[config.mk]
export PLATFORM = sky130hd
export DESIGN_NAME = rocketcpu_bus_scheduler
export DESIGN_NICKNAME = d
export VERILOG_FILES = /design/src/rtl/rocketcpu_bus_scheduler.sv
export SDC_FILE = /design/constraint.sdc
export NUM_CORES = 1
export LEC_CHECK = 0
export ABC_AREA = 1
export ABC_CLOCK_PERIOD_IN_PS = 1450
export BUFFER_PORTS_ARGS = -buffer_cell sky130_fd_sc_hd__buf_2
export CORE_AREA = 5 5 147 149
export DETAILED_ROUTE_END_ITERATION = 8
export DIE_AREA = 0 0 152 154
export RECOVER_POWER = 50
export SLEW_MARGIN = 20
export SYNTH_ARGS = -nofsm -noshare
export SYNTH_HDL_FRONTEND = slang
export SYNTH_SLANG_ARGS = --single-unit
[constraint.sdc]
create_clock -name i_wb_clk -period 1.45 [get_ports i_wb_clk]
set_input_delay 0.145 -clock i_wb_clk [delete_from_list [all_inputs] [get_ports i_wb_clk]]
set_output_delay 0.145 -clock i_wb_clk [all_outputs]
set_load 0.02 [all_outputs]
[src/rtl/rocketcpu_bus_scheduler.sv]
// rocketcpu_bus_scheduler
// Round-robin Wishbone-classic scheduler for three masters (SERV ibus,
// SERV dbus, auxiliary DMA/debug) sharing one memory bus. A watchdog ends
// any transaction that no slave acknowledges, returns ERR_DATA and keeps
// error statistics so firmware never hangs on a dead address.
module rocketcpu_bus_scheduler #(
    parameter int unsigned TIMEOUT  = 255,
    parameter logic [31:0] ERR_DATA = 32'hDEAD_BEEF
) (
    input  logic        i_wb_clk,
    input  logic        reset_n,
    // master 0: instruction bus (read only)
    input  logic [31:0] i_ibus_adr,
    input  logic        i_ibus_cyc,
    output logic [31:0] o_ibus_rdt,
    output logic        o_ibus_ack,
    // master 1: data bus
    input  logic [31:0] i_dbus_adr,
    input  logic [31:0] i_dbus_dat,
    input  logic [3:0]  i_dbus_sel,
    input  logic        i_dbus_we,
    input  logic        i_dbus_cyc,
    output logic [31:0] o_dbus_rdt,
    output logic        o_dbus_ack,
    // master 2: auxiliary
    input  logic [31:0] i_aux_adr,
    input  logic [31:0] i_aux_dat,
    input  logic [3:0]  i_aux_sel,
    input  logic        i_aux_we,
    input  logic        i_aux_cyc,
    output logic [31:0] o_aux_rdt,
    output logic        o_aux_ack,
    // shared bus towards the address decoder
    output logic [31:0] o_wb_adr,
    output logic [31:0] o_wb_dat,
    output logic [3:0]  o_wb_sel,
    output logic        o_wb_we,
    output logic        o_wb_cyc,
    input  logic [31:0] i_wb_rdt,
    input  logic        i_wb_ack,
    // error reporting
    output logic        o_bus_err,
    output logic [1:0]  o_err_master,
    output logic [7:0]  o_err_count
);

    typedef enum logic {
        S_IDLE = 1'b0,
        S_BUSY = 1'b1
    } state_t;

    // Watchdog fires when the counter reaches this value in a BUSY cycle,
    // i.e. in the TIMEOUT-th BUSY cycle.
    localparam logic [7:0] CNT_LAST = 8'(TIMEOUT - 1);

    state_t      state_q;
    logic [1:0]  grant_q;
    logic [1:0]  last_q;
    logic [7:0]  cnt_q;
    logic [1:0]  err_master_q;
    logic [7:0]  err_count_q;

    logic [2:0]  req;
    logic        req_any;
    logic [1:0]  grant_d;
    logic        busy;
    logic        gnt_cyc;
    logic        timeout_hit;
    logic        term;
    logic [31:0] m_adr;
    logic [31:0] m_dat;
    logic [3:0]  m_sel;
    logic        m_we;
    logic [31:0] rdt_mux;

    assign req     = {i_aux_cyc, i_dbus_cyc, i_ibus_cyc};
    assign req_any = |req;

    // Round-robin pick: first requester strictly after the last grant.
    always_comb begin
        grant_d = 2'd0;
        case (last_q)
            2'd0:    grant_d = req[1] ? 2'd1 : (req[2] ? 2'd2 : 2'd0);
            2'd1:    grant_d = req[2] ? 2'd2 : (req[0] ? 2'd0 : 2'd1);
            default: grant_d = req[0] ? 2'd0 : (req[1] ? 2'd1 : 2'd2);
        endcase
    end

    // Request mux from the granted master; ibus is a fixed full-word read.
    always_comb begin
        gnt_cyc = 1'b0;
        m_adr   = 32'd0;
        m_dat   = 32'd0;
        m_sel   = 4'd0;
        m_we    = 1'b0;
        case (grant_q)
            2'd0: begin
                gnt_cyc = i_ibus_cyc;
                m_adr   = i_ibus_adr;
                m_sel   = 4'hF;
            end
            2'd1: begin
                gnt_cyc = i_dbus_cyc;
                m_adr   = i_dbus_adr;
                m_dat   = i_dbus_dat;
                m_sel   = i_dbus_sel;
                m_we    = i_dbus_we;
            end
            2'd2: begin
                gnt_cyc = i_aux_cyc;
                m_adr   = i_aux_adr;
                m_dat   = i_aux_dat;
                m_sel   = i_aux_sel;
                m_we    = i_aux_we;
            end
            default: ;
        endcase
    end

    assign busy        = (state_q == S_BUSY);
    // A real ack in the last watchdog cycle wins over the timeout.
    assign timeout_hit = busy & ~i_wb_ack & (cnt_q == CNT_LAST);
    assign term        = i_wb_ack | timeout_hit;

    // Shared bus drives zero outside a grant; cyc drops in the timeout
    // cycle so the slave sees the cycle end.
    assign o_wb_cyc = busy & ~timeout_hit;
    assign o_wb_adr = busy ? m_adr : 32'd0;
    assign o_wb_dat = busy ? m_dat : 32'd0;
    assign o_wb_sel = busy ? m_sel : 4'd0;
    assign o_wb_we  = busy & m_we;

    // Read data is only meaningful while a grant is active.
    assign rdt_mux    = !busy ? 32'd0 : (timeout_hit ? ERR_DATA : i_wb_rdt);
    assign o_ibus_rdt = rdt_mux;
    assign o_dbus_rdt = rdt_mux;
    assign o_aux_rdt  = rdt_mux;

    assign o_ibus_ack = busy & (grant_q == 2'd0) & term;
    assign o_dbus_ack = busy & (grant_q == 2'd1) & term;
    assign o_aux_ack  = busy & (grant_q == 2'd2) & term;

    assign o_bus_err    = timeout_hit;
    assign o_err_master = err_master_q;
    assign o_err_count  = err_count_q;

    // Scheduler FSM with watchdog counter and error statistics.
    always_ff @(posedge i_wb_clk or negedge reset_n) begin
        if (!reset_n) begin
            state_q      <= S_IDLE;
            grant_q      <= 2'd0;
            last_q       <= 2'd2;
            cnt_q        <= 8'd0;
            err_master_q <= 2'd0;
            err_count_q  <= 8'd0;
        end else begin
            case (state_q)
                S_IDLE: begin
                    if (req_any) begin
                        state_q <= S_BUSY;
                        grant_q <= grant_d;
                        last_q  <= grant_d;
                        cnt_q   <= 8'd0;
                    end
                end
                S_BUSY: begin
                    cnt_q <= cnt_q + 8'd1;
                    // Completion, timeout or master abort all return to IDLE,
                    // which guarantees one idle cycle between transactions.
                    if (term || !gnt_cyc) begin
                        state_q <= S_IDLE;
                    end
                    if (timeout_hit) begin
                        err_master_q <= grant_q;
                        if (err_count_q != 8'hFF) begin
                            err_count_q <= err_count_q + 8'd1;
                        end
                    end
                end
                default: state_q <= S_IDLE;
            endcase
        end
    end

endmodule

Yosys cells after proc, flatten, opt, wreduce, memory -nomap -nowiden. Index checks and enable logic that the tools add are counted.

Add/subtract/negate cells: 2. Reductions and logical operators: 8. Multiplexer cells: 22. Bitwise gates (word level): 14. Eq/ne operators: 6.

Operators by type and width (number): $mux W32 (4); $pmux W32 S3 (1); $pmux W32 S2 (1); $add A8 B1 Y8 const B (2); $pmux W8 S2 (1); $pmux W4 S3 (1); $and A1 B1 Y1 (10); $mux W2 (5); $eq A8 B8 Y1 const B (1); $mux W8 (1); $ne A8 B8 Y1 const B (1); $eq A2 B1 Y1 const B (2); $logic_not A2 Y1 (2); $mux W4 (1); $pmux W1 S2 (2); $pmux W2 S2 (1); $reduce_and A2 Y1 (2); $mux W1 (3); $not A1 Y1 (3); $pmux W1 S3 (1); $reduce_and A3 Y1 (1); $reduce_or A3 Y1 (1); $eq A2 B2 Y1 const B (1); $ne A2 B2 Y1 const B (1); other kinds (3) (3).

Bits of input ports: 208. Logic and storage cells: 58. Bits in registers: 23. Output and inout port bits: 180.

Longest topological paths before layout. Gate-level depths: netlist of the first run.

Depth in word-level cells: 7. Mapped depth: 8. Depth with buffers taken out: 8.

Worst setup path before layout of the first run. No wires, ideal clock.

Path type: flip-flop to output port. Start: register cnt_q[0]. End: output o_dbus_rdt[10]. Path buffers: 2. Path slack: -0.337 ns. Required time: 1.305 ns. Cell stages (with the launch flop): 9. Arrival: 1.642 ns. Path through: dfrtp_1 -> inv_1 -> ha_1 -> inv_1 -> nor2_2 -> nand3_4 -> buf_6 -> a21oi_2 -> buf_4.

Longest elaborated chain between the ends: 4.

RTL lines: start: declaration (line 59) `logic [7:0] cnt_q;`; start signal: assignment (line 167) `cnt_q <= cnt_q + 8'd1;`; $eq A8 B8 Y1 (line 122) `assign timeout_hit = busy & ~i_wb_ack & (cnt_q == CNT_LAST);`; $and A1 B1 Y1 (line 122); $mux W32 (2 in series) (line 134) `assign rdt_mux = !busy ? 32'd0 : (timeout_hit ? ERR_DATA : i_wb_rdt);`; end: declaration (line 23) `output logic [31:0] o_dbus_rdt,`.

Every way passes these cells.

Final worst setup path of the first run.
Start: register grant_q[0]. End: output o_wb_sel[1].

Longest elaborated chain between the ends: 3. Elaborated cells on any way between the ends: 5. Those cells by class: 2 x eq/ne; 2 x mux; 1 x reduce/logical.

RTL lines: start: declaration (line 57) `logic [1:0] grant_q;`; start signal: assignment (line 161) `grant_q <= grant_d;`; $eq A2 B2 Y1, or another cell as far along (line 96) `case (grant_q)`; $pmux W4 S3 * (line 96); $mux W4 * (line 130) `assign o_wb_sel = busy ? m_sel : 4'd0;`; end: declaration (line 36) `output logic [3:0] o_wb_sel,`.

Mark *: on every way between the ends. The rest lies on a longest branch, timed or not.

==> results of run 1 <==
==> sequential cells by signal, summed over array words and instances, names as in the netlist <==
name	cells
cnt_q	8
o_err_count	8
grant_q	2
o_err_master	2
busy	1
last_q	1
==> per-stage QoR <==
| stage | setup TNS (ns) | hold slack, ns | setup WS (ns) | total power [W] |
|---|---|---|---|---|
| 3_5_place_dp | -17.57 | 0.173 | -0.158 | 0.0105 |
| 3_3_place_gp | -15.03 | 0.166 | -0.158 | 0.0105 |
| 4_1_cts | -63.34 | 0.224 | -0.424 | 0.0140 |
| 6_report | -58.26 | 0.230 | -0.415 | 0.0150 |
| 5_1_grt | -75.22 | 0.255 | -0.488 | 0.0159 |
| 2_1_floorplan | -10.34 | -0.151 | -0.174 | 0.00784 |
==> cell families after synthesis <==
logic type / after synthesis
buffers and inverters: 190
XOR/XNOR: 5
AO/OA/AOI/OAI: 74
adder cells (fa/ha/maj): 7
AND/OR/NAND/NOR: 364
flip-flops: 22
==> worst reg2reg max path, cell delays in order, from the launching register on <==
cell and delay, ns:
dfrtp_1 0.40, buf_6 0.14, ha_4 0.19, buf_12 0.14, clkbuf_16 0.16, nand2_1 0.07, nand3_1 0.11, nand4_1 0.11
nand2_1 0.05
==> cells in the final DEF, fill, tap and decap left out, types with 2 or more instances in the layout <==
cell type / instances
a21oi_4: 60
buf_12: 18
buf_16: 6
buf_2: 234
buf_4: 134
buf_6: 60
clkbuf_16: 6
dfrtp_1: 21
ha_1: 2
ha_4: 5
inv_1: 68
inv_2: 23
nand2_1: 222
nand2_2: 42
nand2_4: 18
nand3_1: 23
nand3_2: 28
nand4_1: 4
nor2_1: 12
nor2_2: 5
nor2_4: 7
o21ai_0: 11
o21ai_2: 2
xor2_1: 4
==> power by group through the flow <==
stage | sequential [W] | combinational [W] | clock, W
6_report | 0.000783 | 0.0136 | 0.000602
4_1_cts | 0.000784 | 0.0125 | 0.000626
3_5_place_dp | 0.000783 | 0.00972 | 0
5_1_grt | 0.000794 | 0.0144 | 0.000663
2_1_floorplan | 0.000783 | 0.00706 | 0
3_3_place_gp | 0.000780 | 0.00971 | 0
==> cell type report <==
cell class | count | area share, %
timing repair buffer | 459 | 43.9
multi-input combinational | 450 | 39.6
sequential | 22 | 6.90
inverter | 92 | 4.38
tap | 270 | 4.22
clock buffer | 4 | 0.986
antenna | 1 | 0.0313
==> repair_timing <==
| action | 4_1_cts | 5_1_grt |
|---|---|---|
| cloned | 8 | 3 |
| endpoints found under the hold margin | 21 | 0 |
| hold buffers | 1 | 0 |
| resized for setup | 231 | 132 |
| setup endpoints to repair | 181 | 181 |
| setup buffers | 9 | 5 |
| pin swaps | 11 | 11 |
==> final timing paths <==
kind / start / end
worst max-delay path: grant_q[0] / o_wb_sel[1]
worst min-delay path: i_dbus_cyc / last_q[1]
worst max register to register: grant_q[0] / busy
worst min register to register: last_q[1] / last_q[1]
max in group asynchronous: reset_n / cnt_q[2]
min in group asynchronous: reset_n / o_err_count[7]
==> per-layer routing <==
metal	global-route usage (%)	vias up	part of all wire [%]
li1	-	2690	-
met1	19.0	2520	37
met2	28.3	313	50
met3	5.68	40	10
met4	3.98	10	2.1
met5	0	-	0.33
==> impl_results.md, run 1 <==
- Net Switching: 0.00794 W
- GR Overflow Total: 0
- Compound-Gate Fraction of Synth Area: 13.3%
- Ys flop type: dfrtp_1
- Pwr/cell area: 1870 nW/um^2
- Crit path top cell by count: inv_1
- Worst setup SP type: flip-flop
- H-tree levels: 1
- Slowest stage delay, CP: ~0.4 ns
- Distinct cells, synth: 25
- DR DRC count: 0
- CTS sink count: 22
- CTS tree: built
- Internal: 0.00703 W
- Placed instance area: 6400 sq um
- CTS root buffer: clkbuf_16
- Area of the die: 23400 sq um
- Post-synth top area share: 29.0%
- Mapped Nets: 877
- Relative slew slack: between 50% and 60%
- Area leader, netlist: nand2_1
- Synth Area in XOR/XNOR: 1.21%
- Top-count cell post-synth: nand2_1
- Seq pwr share: under 10%
- Adder-cell share of the synthesized area: approximately 2.4%
- Utilization after layout: 39.9%
- Global-route wire length before repair: 31.0 mm
- Kind of critical path: flip-flop to output pin
- Layout fillers: 2031
- Slew Limit Fails: 0
- Outcome: complete, but fails checks
- Clk network pwr share: 4.0%
- Setup slack after layout: -0.415 ns
- Clock tree buffer depth: 2
- CP max stage cell: dfrtp_1
- Area occupied by multi-input gates: 3170 sq um
- Switch share: 53.0%
- Min Clock Period, post-route: 1.87 ns
- Clock slew at the register clock pins of the worst setup and hold paths: 0.06 ns
- Required @ worst endpoint: 1.31 ns
- Synth warn: 0
- Post-synthesis cell area: 3630 sq um
- Crit path max-delay family: buffers and inverters
- I/O pin count: 388
- Core box area: 20000 sq um
- CTS Buf Count: 3
- Worst skew pair latency: 0.25 ns
- Critical path peak fanout: 17
- Storage element area: approximately 550 sq um
- Clk_skew: 0.00192 ns
- CP Capture Type: output pin
- Main combinational cell family by area after synthesis: simple AND/OR/NAND/NOR gates
- Starting Density: 18.1%
- R2R setup slack: -0.04 ns
- Leak: 4.36 nW
- Comb power frac: 90.7%
- Post-Route WL: 21.4 mm
- Vias in the first global route: 5694
- IO buf count: roughly 390
- Failing checks: negative setup slack
- Buf/Inv on CP: 6
- WL/cell: 16.5 microns
- Post-DRT Antenna Nets: 0
- Number of synthesized register bits: 22
- Largest net degree at the start of global routing: 28
- Critical Path Stages: 9
- Tcrit/Tclk final: 129%
- Final Hold Fails: 0
- Placer Congestion: 0.878
- Via count: 5573
- Syn Inst Count: about 660
- Synth Area in Simple Gates: 40.6%
- Hold/Removal Path Class: input port to flip-flop
- Final Setup Violations: 181
- Avg Cell Area, Syn: around 5.5 sq um
- Pin slew with the least headroom to its limit: 0.612 ns
- Gr usage total: 16.2%
- Post-synthesis mux area share: 0%
- Die Y: 154 microns
- Register-to-Register Path Depth: 8
- Placed insts: 1268
- Arr. time, crit path: 1.72 ns
- DP HPWL: 16.0 mm
- First-pass iteration count of the detailed router: 4
- Area contributors post-synth: nand2_1 (29%), dfrtp_1 (14%), buf_4 (13%)
- Unrepaired setup endpoints after global routing: yes
- Initial DRC Count: 219
- P&R area growth vs syn: 120%
- Peak VDD IR: about 0.9 mV
- CP cell instances: buf_6, inv_6, ha_4, buf_12, inv_1, nand3_1, nand2_1, inv_1, buf_4
- Max Clock Freq: 0.536 GHz
- Max-cap violations: 0
- Cell Rows: between 50 and 60
- Hold path depth: 4
- Initial antenna violation count: 6
- Post-synth top cells: nand2_1 (281), inv_1 (92), buf_4 (65)
- Post-layout net count: 1243
- Ys async rst share: 100%
- Die X: 152 microns
- Number of flops mapped to enable cells by yosys: 0
- Via-per-instance ratio: ~4.3
- Share of post-route cells with drive strength above 1: 63.8%
- Sequential element share of the synthesized area: 15.2%
- Cell area after layout: 8000 sq um
- Non-Filler Instances: around 1300
No activity file was read; power rests on OpenSTA's default activity.
==> run 2: changes to the inputs <==
Settings changed: ABC_CLOCK_PERIOD_IN_PS 1450 to 2100, CORE_AREA 5 5 147 149 to 5 5 150 152, DIE_AREA 0 0 152 154 to 0 0 155 157.
Clock period 1.45 ns to 2.1 ns, I/O delays scaled along.
==> run 2 against run 1 <==
Effect of this change:
- the flow now finishes without violations
- core utilization is 10 points lower
- die area increased by 4.0%
- flip-flop and latch count did not move
- total power decreased by 49%
- clock skew increased by 0.00055 ns
- count of clock-buffer cells in the layout is the same
- wire length down 6.6%
- first-iteration DRC count fell by 16%
- sequential power decreased by 27%
- combinational power fell by 51%
- final area decreased by 22%
- critical path depth shrank 1
- largest cell class unchanged
==> impl_results.md, run 2 (synthesis results as in run 1) <==
- Outcome: complete, no violations
- Clock tree buffer depth: 2 (unchanged)
- Peak VDD IR: 0.569 mV (-38%)
- Register-to-Register Path Depth: 10 (+2)
- Crit path top cell by count: inv_2
- Most frequent cells in the layout: buf_2 (334), nand2_1 (281), inv_1 (87), nand3_1 (46), buf_4 (46)
- First-pass iteration count of the detailed router: 6 (+2)
- Post-layout net count: 1204 (-3.1%)
- Unrepaired setup endpoints after global routing: yes
- CTS Buf Count: 3 (unchanged)
- Total Power: 0.00769 W (-49%)
- Via-per-instance ratio: 4.13 (-3.8%)
- Tcrit/Tclk final: 99.2%
- DR DRC count: 0 (unchanged)
- Utilization after layout: 29.9% (-10 points)
- Worst setup SP type: flip-flop
- Min Clock Period, post-route: 2.08 ns
- Placed insts: 1237 (-2.4%)
- Starting Density: 17.4% (-0.74 points)
- Required @ worst endpoint: 1.89 ns (+0.58 ns)
- Die X: 155 microns (+2.0%)
- DP HPWL: 14.9 mm (-6.7%)
- Placer Congestion: 0.811 (-7.7%)
- Slew Limit Fails: 0 (unchanged)
- Cell Rows: 53 (+1.9%)
- Initial DRC Count: 183 (-16%)
- Clock slew at the register clock pins of the worst setup and hold paths: 0.06 ns (about the same)
- Clk_skew: 0.00248 ns (+0.000554 ns)
- Placed instance area: 5420 sq um (-15%)
- Worst hold endpoint: last_q[1]
- CP Capture Type: output pin
- Post-DRT Antenna Nets: 0 (unchanged)
- Gr usage total: 14.4% (-1.8 points)
- Via count: 5214 (-6.4%)
- IO buf count: 387 (unchanged)
- Cell area after layout: 6250 sq um (-22%)
- Kind of critical path: flip-flop to output pin
- Ant. Diodes: 0 (-1)
- Hold path depth: 4 (unchanged)
- Leak: 3.72 nW (-15%)
- Pin slew with the least headroom to its limit: 1.27 ns (+0.653 ns)
- Max-cap violations: 0 (unchanged)
- WL/cell: 15.8 microns (-4.0%)
- Final Hold Fails: 0 (unchanged)
- Reg-to-Reg End: o_err_count[1]
- Max Clock Freq: about 0.48 GHz
- CP max stage cell: dfrtp_1
- Commonest non-fill, non-tap cell in the layout: buf_2
- H-tree levels: 1 (unchanged)
- Largest net degree at the start of global routing: 36 (+29%)
- WHS: 0.278 ns (+0.0489 ns)
- Critical path peak fanout: 8 (-9)
- Global-route wire length before repair: 28.0 mm (-9.5%)
- Die Y: 157 microns (+1.9%)
- Hold path start: i_dbus_cyc
- Critical path startpoint: cnt_q[0]
- Arr. time, crit path: 1.87 ns (+0.15 ns)
- Worst skew pair latency: 0.25 ns (about the same)
- Relative slew slack: 15.7% (-44 points)
- Initial antenna violation count: 0 (-6)
- Slowest stage delay, CP: 0.40 ns (about the same)
- CP cell instances: inv_2, ha_4, inv_2, nor2_4, nand3_4, clkbuf_16, a21oi_4, buf_4
- GR Overflow Total: 0 (unchanged)
- Share of post-route cells with drive strength above 1: 47.8% (-16 points)
- CTS tree: built
- Hold/Removal Path Class: input port to flip-flop
- P&R area growth vs syn: 72.2%
- Core box area: 20900 sq um (+4.2%)
- CTS root buffer: clkbuf_16
- Reg-to-reg startpoint: cnt_q[0]
- Post-Route WL: 19.9 mm (-6.6%)
- CTS sink count: 22 (unchanged)
- Final Setup Violations: 0 (-100%)
- Area of the die: 24300 sq um (+4.0%)
- Non-Filler Instances: 1263 (-2.7%)
- Pwr/cell area: 1230 nW/um^2 (-34%)
- I/O pin count: 388 (unchanged)
- Vias in the first global route: 5294 (-7.0%)
- R2R setup slack: 0.34 ns (+0.38 ns)
==> run 2: critical path: cells and delay by family, from the launching register on <==
kind                     cells  cell delay, ns
AND/OR/NAND/NOR              2            0.28
buffers and inverters        4            0.57
AO/OA/AOI/OAI                1            0.20
flip-flops                   1            0.40
adder cells (fa/ha/maj)      1            0.15
==> run 2: power breakdown <==
part / switching (W) / leakage (nW) / internal [W]
sequential: 0.0000765 / 0.294 / 0.000494
clock: 0.000156 / 0.0382 / 0.000259
combinational: 0.00433 / 3.39 / 0.00238
==> run 2: timing repair <==
| item | CTS | global route |
|---|---|---|
| resized for setup | 55 | 51 |
| pin swaps | 2 | 5 |
| hold buffers | 1 | 0 |
| setup endpoints to repair | 110 | 132 |
| setup buffers | 7 | 6 |
| hold endpoints to repair | 21 | 0 |
| cloned | 4 | 4 |
==> run 2: layer usage <==
metal	routed length, microns	part of all wire, %	track usage (%)
met3	1560	7.8	2.78
met1	7320	37	15.9
met2	10400	52	28.0
met4	665	3.3	3.62
met5	0	0	0
==> run 2: per-stage QoR <==
step | worst slack (ns) | TNS (ns)
4_1_cts | -0.0296 | -0.271
6_report | 0.0163 | 0
2_1_floorplan | 0.248 | 0
5_1_grt | -0.0797 | -2.58
3_3_place_gp | 0.127 | 0
3_5_place_dp | 0.0944 | 0
==> run 2: cell type report <==
cell class	count	area, sq um
tap	275	344
sequential	22	554
timing repair buffer	419	2540
inverter	92	352
fill	2306	14600
clock buffer	4	78.8
multi-input combinational	451	2380
==> run 2: worst max path at each step <==
stage / cells past startpoint / end / slack (ns)
4_1_cts: 8 / o_aux_rdt[26] / -0.03
5_1_grt: 8 / o_ibus_rdt[25] / -0.08
3_3_place_gp: 5 / o_wb_sel[2] / 0.13
2_1_floorplan: 8 / o_dbus_rdt[10] / 0.25
6_report: 8 / o_ibus_rdt[25] / 0.02
3_5_place_dp: 9 / o_ibus_rdt[22] / 0.09
==> run 3: changes to the inputs <==
Settings changed: CTS_BUF_LIST from default to sky130_fd_sc_hd__clkbuf_8, SLEW_MARGIN 20 to default.
==> run 3 against run 2 <==
Effect of this change:
- clock power shrank 34%
- setup slack gained 0.013 ns
- sequential share of layout area shrank 0.095 points
- total power is essentially flat
- via count grew 0.36%
- global-route usage shrank 0.12 points
- final area grew 1.1%
- combinational power grew 2%
- sequential power shrank 2%
- count of clock-buffer cells in the layout shrank 1
- register-to-register slack gained 0.05 ns
- flip-flop and latch count is the same
- highest routed layer unchanged
==> impl_results.md, run 3 (synthesis results as in run 1) <==
- Layout fillers: 2306 (unchanged)
- CP cell instances: inv_2, ha_4, inv_2, nor2_4, nand3_4, clkbuf_16, a21oi_4, buf_4
- Hold/Removal Path Class: input port to flip-flop
- IO buf count: 387 (unchanged)
- Most frequent cells in the layout: buf_2 (326), nand2_1 (281), inv_1 (88), buf_4 (52), nand3_1 (43)
- Max-cap violations: 0 (unchanged)
- Largest net degree at the start of global routing: 36 (unchanged)
- CP Capture Type: output pin
- Via-per-instance ratio: 4.14 (+0.21%)
- CP max stage cell: dfrtp_1
- Clock slew at the register clock pins of the worst setup and hold paths: 0.08 ns (+0.02 ns)
- Arr. time, crit path: 1.86 ns (about the same)
- Share of post-route cells with drive strength above 1: 48.4% (+0.61 points)
- Utilization after layout: 30.3% (+0.32 points)
- First-pass iteration count of the detailed router: 4 (-2)
- Final Setup Violations: 0 (unchanged)
- Slowest stage delay, CP: 0.41 ns (about the same)
- Min Clock Period, post-route: 2.07 ns (-0.0130 ns)
- Kind of critical path: flip-flop to output pin
- Area of the die: 24300 sq um (unchanged)
- Final Hold Fails: 0 (unchanged)
- Crit path top cell by count: inv_2
- Die X: 155 microns (unchanged)
- Via count: 5233 (+0.36%)
- H-tree levels: 1 (unchanged)
- Outcome: complete, no violations
- DR DRC count: 0 (unchanged)
- Tcrit/Tclk final: 98.6% (-0.62 points)
- Placed instance area: 5420 sq um (unchanged)
- Storage element area: 554 sq um (unchanged)
- Global-route wire length before repair: 27.9 mm (-0.52%)
- Cell area after layout: 6320 sq um (+1.1%)
- Placer Congestion: 0.811 (unchanged)
- Relative slew slack: 16.8% (+1.2 points)
- Pin slew with the least headroom to its limit: 1.25 ns (-0.0174 ns)
- Initial DRC Count: 189 (+3.3%)
- Place WS: 0.0944 ns (unchanged)
- Setup slack after layout: 0.0293 ns (+0.0130 ns)
- Required @ worst endpoint: 1.89 ns (about the same)
- Slew Limit Fails: 0 (unchanged)
- I/O pin count: 388 (unchanged)
- Area occupied by multi-input gates: 2420 sq um (+1.4%)
- CTS tree: built
- Leak: 3.75 nW (+0.69%)
- Worst skew pair latency: 0.26 ns (about the same)
- Pwr/cell area: 1220 nW/um^2 (-1.0%)
- Initial antenna violation count: 0 (unchanged)
- Register-to-Register Path Depth: 10 (unchanged)
- P&R area growth vs syn: 74.0%
- Unrepaired setup endpoints after global routing: yes
- Clk_skew: 0.00189 ns (-0.000583 ns)
- Post-DRT Antenna Nets: 0 (unchanged)
- Post-layout net count: 1206 (+0.17%)
- CTS Buf Count: 3 (unchanged)
- Placed insts: 1237 (unchanged)
- Gr usage total: 14.3% (-0.12 points)
- Hold path depth: 4 (unchanged)
- Die Y: 157 microns (unchanged)
- Non-Filler Instances: 1265 (+0.16%)
- Max Clock Freq: 0.483 GHz (+0.63%)
- Vias in the first global route: 5246 (-0.91%)
- Commonest non-fill, non-tap cell in the layout: buf_2
- DP HPWL: 14.9 mm (unchanged)
- Starting Density: 17.4% (unchanged)
- CTS sink count: 22 (unchanged)
- GR Overflow Total: 0 (unchanged)
- Core box area: 20900 sq um (unchanged)
- Ant. Diodes: 0 (unchanged)
- Worst setup SP type: flip-flop
- Peak VDD IR: 0.506 mV (-11%)
- Critical path peak fanout: 8 (unchanged)
- Cell Rows: 53 (unchanged)
- Clock tree buffer depth: 2 (unchanged)
- Total Power: 0.00770 W (about the same)
- Post-Route WL: 20.0 mm (+0.34%)
- WL/cell: 15.8 microns (+0.18%)
- CTS root buffer: clkbuf_8
[run 3: final cells by class]
cell class / count / area share (%)
well taps: 275 / 5.44
flip-flops and latches: 22 / 8.77
clock buffers: 3 / 0.653
inverters: 92 / 5.56
repair buffers: 421 / 41.3
clock inverters: 1 / 0.0594
multi-input cells: 451 / 38.2
[run 3: worst max-delay path: cells and delay by family, from the launching register on]
family	cells	cell delay, ns
buf+inv	4	0.55
simple gates	2	0.26
fa+ha+maj	1	0.14
flops	1	0.41
compound gates	1	0.22
[run 3: routing by layer]
metal	vias up	GRT usage, %	share of wire (%)
met1	2339	15.8	36
met3	22	2.58	7.8
met4	0	3.74	2.5
met5	-	0	0
met2	272	27.8	53
li1	2600	-	-
[run 3: where the power goes]
| group | leakage [nW] | switching (W) | internal [W] |
|---|---|---|---|
| Sequential | 0.294 | 0.0000693 | 0.000493 |
| Clock | 0.0269 | 0.000144 | 0.000131 |
| Combinational | 3.43 | 0.00438 | 0.00248 |
[run 3: metrics by stage]
stage,TNS (ns),hold slack [ns]
detailed placement,0,0.218
floorplan,0,-0.0856
CTS,-0.770,0.259
finish,0,0.261
global placement,0,0.214
global route,-0.262,0.321
[run 3: final timing paths]
kind	start	endpoint	slack, ns
min in group asynchronous	reset_n	o_err_count[7]	0.73
worst max-delay path	cnt_q[0]	o_aux_rdt[18]	0.03
worst max register to register	cnt_q[0]	o_err_count[1]	0.39
max in group asynchronous	reset_n	cnt_q[1]	0.55
worst min register to register	last_q[1]	last_q[1]	0.50
worst min-delay path	i_dbus_cyc	last_q[1]	0.26
[run 3: what timing repair did]
action	CTS	global route
pin swaps	2	9
setup buffers	9	5
endpoints found under the setup margin	122	126
endpoints found under the hold margin	21	0
cloned	4	5
resized for setup	62	62
hold buffers	1	0
